File: src/rtl/mem_access_pkg.sv
// Shared encodings and constants for the data-memory access stage.
package mem_access_pkg;

  typedef enum logic [1:0] {
    MA_IDLE = 2'd0,
    MA_REQ  = 2'd1,
    MA_DONE = 2'd2
  } ma_state_e;

  localparam int          MA_TIMEOUT_DEFAULT = 255;
  localparam logic [31:0] MA_TIMEOUT_FILL    = 32'hDEAD_BEEF;

endpackage

File: src/rtl/mem_timeout_timer.sv
// REQ-phase watchdog: counts enabled cycles since clear, flags the LIMIT-th one.
module mem_timeout_timer
  import mem_access_pkg::*;
#(
  parameter int LIMIT = MA_TIMEOUT_DEFAULT
) (
  input  logic clk,
  input  logic rst,
  input  logic clear_i,
  input  logic en_i,
  output logic expired_o
);

  localparam int CW = $clog2(LIMIT + 1);

  logic [CW-1:0] cnt_q, cnt_d;

  // Count 0 is the first enabled cycle, so LIMIT-1 marks the LIMIT-th.
  assign expired_o = en_i && (cnt_q == CW'(LIMIT - 1));

  always_comb begin
    cnt_d = cnt_q;
    if (clear_i)                  cnt_d = '0;
    else if (en_i && !expired_o)  cnt_d = cnt_q + 1'b1;
  end

  always_ff @(posedge clk or posedge rst) begin
    if (rst) cnt_q <= '0;
    else     cnt_q <= cnt_d;
  end

endmodule

File: src/rtl/mem_access_unit.sv
// Runs single-cycle CPU loads/stores as req/ack bus cycles, stalling the CPU meanwhile.
// Optional REQ timeout abort is built when MEM_TIMEOUT_EN is defined.
module mem_access_unit
  import mem_access_pkg::*;
#(
  parameter int ADDR_WIDTH     = 32,
  parameter int DATA_WIDTH     = 32,
  parameter int TIMEOUT_CYCLES = MA_TIMEOUT_DEFAULT
) (
  input  logic                  clk,
  input  logic                  rst,
  input  logic                  cpu_mem_ren,
  input  logic                  cpu_mem_wen,
  input  logic [ADDR_WIDTH-1:0] cpu_mem_addr,
  input  logic [DATA_WIDTH-1:0] cpu_mem_dout,
  output logic [DATA_WIDTH-1:0] cpu_mem_din,
  output logic                  cpu_stall,
  output logic                  misalign,
  output logic                  bus_req,
  output logic                  bus_we,
  output logic [ADDR_WIDTH-1:0] bus_addr,
  output logic [DATA_WIDTH-1:0] bus_wdata,
  input  logic [DATA_WIDTH-1:0] bus_rdata,
  input  logic                  bus_ack,
  output logic                  bus_err
);

  ma_state_e             state_q, state_d;
  logic                  we_q, we_d;
  logic [ADDR_WIDTH-1:0] addr_q, addr_d;
  logic [DATA_WIDTH-1:0] wdata_q, wdata_d;
  logic [DATA_WIDTH-1:0] din_q, din_d;
  logic                  mis_q, mis_d;
  logic                  err_q, err_d;
  logic                  cpu_req;
  logic                  timeout;

  assign cpu_req = cpu_mem_ren | cpu_mem_wen;

`ifdef MEM_TIMEOUT_EN
  mem_timeout_timer #(.LIMIT(TIMEOUT_CYCLES)) u_timer (
    .clk       (clk),
    .rst       (rst),
    .clear_i   ((state_q == MA_IDLE) && (state_d == MA_REQ)),
    .en_i      (state_q == MA_REQ),
    .expired_o (timeout)
  );
`else
  assign timeout = 1'b0;
`endif

  always_comb begin
    state_d = state_q;
    we_d    = we_q;
    addr_d  = addr_q;
    wdata_d = wdata_q;
    din_d   = din_q;
    mis_d   = 1'b0;
    err_d   = 1'b0;
    case (state_q)
      MA_IDLE: if (cpu_req) begin
        we_d    = cpu_mem_wen;
        addr_d  = cpu_mem_addr;
        wdata_d = cpu_mem_dout;
        if (cpu_mem_addr[1:0] != 2'b00) begin
          // Misaligned: no bus cycle; a load returns zero, a store is dropped.
          state_d = MA_DONE;
          mis_d   = 1'b1;
          if (!cpu_mem_wen) din_d = '0;
        end else begin
          state_d = MA_REQ;
        end
      end
      MA_REQ: begin
        if (bus_ack) begin
          if (!we_q) din_d = bus_rdata;
          state_d = MA_DONE;
        end else if (timeout) begin
          err_d   = 1'b1;
          din_d   = DATA_WIDTH'(MA_TIMEOUT_FILL);
          state_d = MA_DONE;
        end
      end
      // CPU inputs still show the finished access here, so they are not looked at.
      MA_DONE: state_d = MA_IDLE;
      default: state_d = MA_IDLE;
    endcase
  end

  always_ff @(posedge clk or posedge rst) begin
    if (rst) begin
      state_q <= MA_IDLE;
      we_q    <= 1'b0;
      addr_q  <= '0;
      wdata_q <= '0;
      din_q   <= '0;
      mis_q   <= 1'b0;
      err_q   <= 1'b0;
    end else begin
      state_q <= state_d;
      we_q    <= we_d;
      addr_q  <= addr_d;
      wdata_q <= wdata_d;
      din_q   <= din_d;
      mis_q   <= mis_d;
      err_q   <= err_d;
    end
  end

  assign bus_req     = (state_q == MA_REQ);
  assign bus_we      = we_q;
  assign bus_addr    = addr_q;
  assign bus_wdata   = wdata_q;
  assign cpu_mem_din = din_q;
  assign misalign    = mis_q;
  assign bus_err     = err_q;
  assign cpu_stall   = ((state_q == MA_IDLE) && cpu_req) || (state_q == MA_REQ);

endmodule

File: config.mk
export PLATFORM = sky130hd
export DESIGN_NAME = mem_access_unit
export DESIGN_NICKNAME = d
export VERILOG_FILES = /design/src/rtl/mem_access_pkg.sv /design/src/rtl/mem_timeout_timer.sv /design/src/rtl/mem_access_unit.sv
export SDC_FILE = /design/constraint.sdc
export NUM_CORES = 1
export LEC_CHECK = 0
export ABC_AREA = 1
export ABC_CLOCK_PERIOD_IN_PS = 4240
export CAP_MARGIN = 10
export CORE_UTILIZATION = 42
export CTS_BUF_LIST = sky130_fd_sc_hd__clkbuf_4 sky130_fd_sc_hd__clkbuf_8
export DETAILED_ROUTE_END_ITERATION = 10
export PLACE_DENSITY = 0.82
export SLEW_MARGIN = 10
export SYNTH_ARGS = -nofsm -noshare
export SYNTH_HDL_FRONTEND = slang
export SYNTH_SLANG_ARGS = --single-unit
File: constraint.sdc
create_clock -name clk -period 4.24 [get_ports clk]
set_clock_uncertainty 0.2 [all_clocks]
set_input_delay 0.636 -clock clk [delete_from_list [all_inputs] [get_ports clk]]
set_output_delay 0.636 -clock clk [all_outputs]
set_load 0.02 [all_outputs]
==> results of run 1 <==
-- final timing paths --
check | from | to | cells past startpoint
max | state_q[0] | cpu_stall | 5
min | bus_addr[31] | bus_addr[31] | 2
max reg2reg | state_q[1] | cpu_mem_din[0] | 6
min reg2reg | bus_addr[31] | bus_addr[31] | 2
max in group asynchronous | rst | cpu_mem_din[31] | 3
min in group asynchronous | rst | bus_addr[30] | 2
-- critical path, cell delays in order, from the launching register on --
cell	delay [ps]
dfrtp_1	460
inv_1	100
nor2_2	40
inv_1	730
nand2_1	120
clkdlybuf4s50_1	590
-- cell type report --
cell class              instances  area (um^2)
fillers                       835         3280
flip-flops and latches        100         2500
repair buffers                204         2030
multi-input cells             342         1390
well taps                     133          166
clock buffers                  12          159
inverters                      40          153
clock inverters                 4         47.5
-- cells by family (layout without fill, tap and decap cells) --
kind of cell	count (synthesis)	count (layout)	share of synthesized area, %
buffers and inverters	67	260	7.22
AND/OR/NAND/NOR	338	338	32.6
AO/OA/AOI/OAI	3	3	0.358
other	1	1	0.0894
flip-flops	100	100	59.7
-- power by group through the flow --
stage	sequential (mW)	combinational, mW	clock, mW
after floorplan	2.04	0.739	0
after global placement	1.56	2.20	0
after detailed placement	1.57	2.25	0
after CTS	1.56	2.26	0.649
after global routing	1.61	2.41	0.687
final	1.56	2.23	0.630
-- metrics by stage --
step           std cells  hold slack [ps]  utilization (%)  power (mW)
2_1_floorplan        509              377                -        2.77
3_3_place_gp         819              254             64.2        3.77
3_5_place_dp         819              258             64.2        3.82
4_1_cts              835              280             66.3        4.47
5_1_grt              835              294             66.3        4.71
6_report             835              272             66.3        4.43
-- layer usage --
| metal | up-vias | wire length, um | track usage [%] |
|---|---|---|---|
| met5 | - | 0 | 0 |
| met4 | 0 | 297 | 10.3 |
| met3 | 25 | 924 | 6.22 |
| met2 | 166 | 5300 | 35.6 |
| met1 | 1798 | 4500 | 25.2 |
| li1 | 1882 | - | - |
-- flip-flops by register name, summed over array words and instances, names as in the netlist --
| register | cells |
|---|---|
| bus_we | 1 |
| bus_wdata | 32 |
| bus_addr | 32 |
| misalign | 1 |
| state_q | 2 |
| cpu_mem_din | 32 |
-- cells in the mapped netlist (all sizes together) --
library cell,instances
conb,1
nand2,265
inv,40
o21ai,3
dfrtp,100
clkbuf,6
nor2,39
nor3,1
nand3,33
buf,21
==> results.md, run 1 <==
- Synth unique cells: 18
- Fin crit share: 76.4%
- Die ar.: 10400 um^2
- Kind of critical path: flop to output port
- Setup TNS: 0 ps
- Worst skew pair latency: 350 ps
- IO buf count: 200
- GRT Total Usage: 21.3%
- WL/cell: 13.2 um
- Post-CTS Setup Inserts: 0
- Commonest non-fill, non-tap cell in the layout: nand2_1
- Pins Over Slew Limit: 0
- Die X-Extent: 102 um
- Comb pwr share: 50.5%
- Layout cell share with drive strength beyond 1: 5.84%
- Fin crit period: 3240 ps
- Post-synth top area cell: dfrtp_1
- Initial antenna violation count: 0
- Most frequent cells in the layout: 250 x nand2_1, 200 x clkdlybuf4s50_1, 100 x dfrtp_1
- Largest cells by area after synthesis: dfrtp_1 60%, nand2_1 22%, nand3_1 3.9%, inv_1 3.4%, nor2_1 3.3%
- Share of power burned in registers: 35.3%
- Pwr/cell area: 686 nW/um^2
- Gpl congestion: 0.718
- # hold bufs at CTS: 0
- CTS Sinks: 100
- Cell area after layout: 6450 um^2
- Cell internal pwr: 2.61 mW
- Placed inst area: 6250 um^2
- I/O pin total: 202
- VDD IR max: 392 uV
- Starting DRT DRC Count: 104
- Core area: 9730 um^2
- Clk pwr share: 14.2%
- Worst Max-Slew Pin Slew: 1010 ps
- NetSw: 1.82 mW
- Ys Warns: 0
- Gate Count Post-Synth: 509
- Vias in the first global route: 3696
- Run status: completed
- Total gr overflow: 0
- Num CTS Buffers: 9
- Final HPWL DP: 7590 um
- Worst path required time: 3400 ps
- Share of the synthesized area in the top cell type: 59.7%
- Initial core utilization: 43.1%
- FF-to-FF setup slack: 1900 ps
- Vias per cell: 4.64
- Crit-path max FO: 33
- Setup ws final: 1000 ps
- Place WS: 1270 ps
- Final hold vios: 0
- NumNets Final: 798
- Post-synthesis sequential area ratio: 59.7%
- Root Buffer Master: clkbuf_8
- TritonCTS clock tree: built
- CP startpoint kind: flop
- Synth Register Bits: 100
- RSZ-0062 raised after global routing: false
- Clk slew on worst S/H paths: 90 ps
- Critical Path AT: 2400 ps
- Height of the die: 102 um
- # diodes: 0
- Area growth syn-to-layout: 53.9%
- Synthesized area: 4190 um^2
- Number of nets still failing antenna checks after routing: 0
- # Max-Cap Violations: 0
- WL final: 11000 um
- Hold crit path type: flop to flop
- Crit. End Element: output port
- Post-Syn Nets: 610
- Final setup fails: 0
- CTS resizes: 0
- # rows: 36
- Lkg Pwr: 3.31 nW
- Switching Share: 41.1%
- Fmax: 0.309 GHz
- Vias: 3871
- Largest net degree at the start of global routing: 68
- Detailed-routing iteration count for the pre-antenna-repair pass: 6
- Slew Limit Headroom: 32.5%
- Clock buffer depth: 2
- H-tree depth: 3
- First-pass GRT wire length: 17100 um
- Syn Area/Cell: 8.24 um^2
- Drc violations: 0
Note: power is estimated with default switching activity, not from simulation.
==> run 2, diff against run 1 <==
- ABC_CLOCK_PERIOD_IN_PS: 4240 -> 3400
- clock period: 4.24 -> 3.4 ns (I/O delays scaled with it)
==> results.md, run 2 (synthesis gave the netlist of run 1 again) <==
- Run status: completed
- RSZ-0062 raised after global routing: false
- Starting DRT DRC Count: 116 (+12%)
- Area growth syn-to-layout: 54.3%
- Share of power burned in registers: 35.5% (+0.2 points)
- Top Usage Layer GRT: met2
- Critical Path AT: 2040 ps (-360 ps)
- Fin crit period: 2750 ps
- CTS resizes: 0 (unchanged)
- VDD IR max: 555 uV (+41%)
- Final HPWL DP: 7660 um (+0.86%)
- Hold Path Sink: bus_addr[28]
- R2R Path End: cpu_mem_din[26]
- Clk slew on worst S/H paths: 90 ps (about the same)
- Grt met1 use: 25.0% (-0.19 points)
- Layout cell share with drive strength beyond 1: 5.84% (unchanged)
- Vias: 3898 (+0.70%)
- Fmax: 0.363 GHz
- Number of nets still failing antenna checks after routing: 0 (unchanged)
- # rows: 36 (unchanged)
- Lkg Pwr: 3.30 nW (-0.24%)
- Fin crit share: 81.0%
- Kind of critical path: flop to output port
- Clock buffer depth: 2 (unchanged)
- Hold crit path type: flop to flop
- Setup TNS: 0 ps (unchanged)
- Detailed-routing iteration count for the pre-antenna-repair pass: 5 (-1)
- WL final: 10900 um (-1.2%)
- Num CTS Buffers: 9 (unchanged)
- Die ar.: 10400 um^2 (unchanged)
- Worst Max-Slew Pin Slew: 766 ps (-245 ps)
- Slew Limit Headroom: 48.9% (+16 points)
- Min Hold Slack: 276 ps (+4.61 ps)
- Reg2Reg Depth: 6 (unchanged)
- Critical R2R Launch: state_q[1]
- Crit-path max FO: 33 (unchanged)
- Met3 usage: 6.22% (unchanged)
- GRT Total Usage: 21.3% (+0.067 points)
- Fillers: 796 (-4.7%)
- Post-Layout Cell Count: 835 (unchanged)
- Post-CTS Setup Inserts: 0 (unchanged)
- CP startpoint kind: flop
- Root Buffer Master: clkbuf_8
- IO buf count: 200 (unchanged)
- DP Cell Count: 819 (unchanged)
- Total gr overflow: 0 (unchanged)
- NumNets Final: 798 (unchanged)
- # hold bufs at CTS: 0 (unchanged)
- Crit. End Element: output port
- Final hold vios: 0 (unchanged)
- Core area: 9730 um^2 (unchanged)
- Met2 track demand over resource: 36.9% (+1.3 points)
- # diodes: 0 (unchanged)
- Worst skew pair latency: 350 ps (about the same)
- Commonest non-fill, non-tap cell in the layout: nand2_1
- Switching Share: 41.2% (+0.12 points)
- Pwr/cell area: 853 nW/um^2 (+24%)
- I/O pin total: 202 (unchanged)
- Hold Path Origin: bus_addr[28]
- Most frequent cells in the layout: 250 x nand2_1, 200 x clkdlybuf4s50_1, 100 x dfrtp_1
- H-tree depth: 3 (unchanged)
- Largest net degree at the start of global routing: 68 (unchanged)
- Vias per cell: 4.67 (+0.70%)
- Clk pwr share: 14.2% (about the same)
- TritonCTS clock tree: built
- Die X-Extent: 102 um (unchanged)
- FF-to-FF setup slack: 1050 ps (-850 ps)
- Hold path depth: 2 (unchanged)
- WL/cell: 13.0 um (-1.2%)
- NetSw: 2.28 mW (+25%)
- Initial antenna violation count: 0 (unchanged)
- Height of the die: 102 um (unchanged)
- CTS Sinks: 100 (unchanged)
- Drc violations: 0 (unchanged)
- Gpl congestion: 0.769 (+7.1%)
- # Max-Cap Violations: 0 (unchanged)
- First-pass GRT wire length: 17100 um (about the same)
- Final setup fails: 0 (unchanged)
- Cell internal pwr: 3.25 mW (+25%)
- Comb pwr share: 50.3% (-0.2 points)
- Worst path required time: 2690 ps (-710 ps)
- Pins Over Slew Limit: 0 (unchanged)
- Initial core utilization: 43.1% (unchanged)
- Vias in the first global route: 3785 (+2.4%)
[run 2: critical path, stage by stage (launching register included)]
cell	delay (ps)
dfrtp_1	450
inv_1	80
nor2_2	140
inv_1	50
buf_4	240
nand2_1	100
clkdlybuf4s50_1	620
[run 2: cell type report]
type	instances	area, um^2	area share [%]
clock buffers	11	151	2.34
clock inverters	5	60.1	0.928
inverters	40	153	2.36
multi-input cells	342	1390	21.5
flip-flops and latches	100	2500	38.7
well taps	133	166	2.57
repair buffers	204	2040	31.6
[run 2: how the worst max path moves through the flow]
stage,slack (ps),cells past startpoint,from,to
global route,510,6,state_q[0],cpu_stall
floorplan,70,1,rst,bus_addr[0]
finish,650,6,state_q[0],cpu_stall
detailed placement,540,8,cpu_mem_addr[0],cpu_mem_din[26]
CTS,630,6,state_q[0],cpu_stall
global placement,670,8,cpu_mem_addr[0],cpu_mem_din[14]
[run 2: through the flow]
step	cell area, um^2	util, %	setup WS, ps	power, mW
after floorplan	4190	-	71.2	3.46
after detailed placement	6260	64.3	543	4.78
after global routing	6470	66.5	505	5.89
after global placement	6260	64.3	673	4.70
after CTS	6470	66.5	631	5.57
final	6470	66.5	646	5.52
[run 2: power groups by stage]
stage | combinational [mW] | sequential [mW] | clock [mW]
after floorplan | 0.922 | 2.54 | 0
after global routing | 3.02 | 2.02 | 0.855
after detailed placement | 2.80 | 1.97 | 0
after CTS | 2.81 | 1.96 | 0.804
after global placement | 2.74 | 1.95 | 0
final | 2.78 | 1.96 | 0.787
[run 2: layer usage]
| metal | wire, um | vias to the layer above |
|---|---|---|
| met5 | 0 | - |
| met1 | 4400 | 1842 |
| met3 | 921 | 17 |
| met4 | 190 | 0 |
| li1 | - | 1885 |
| met2 | 5370 | 154 |
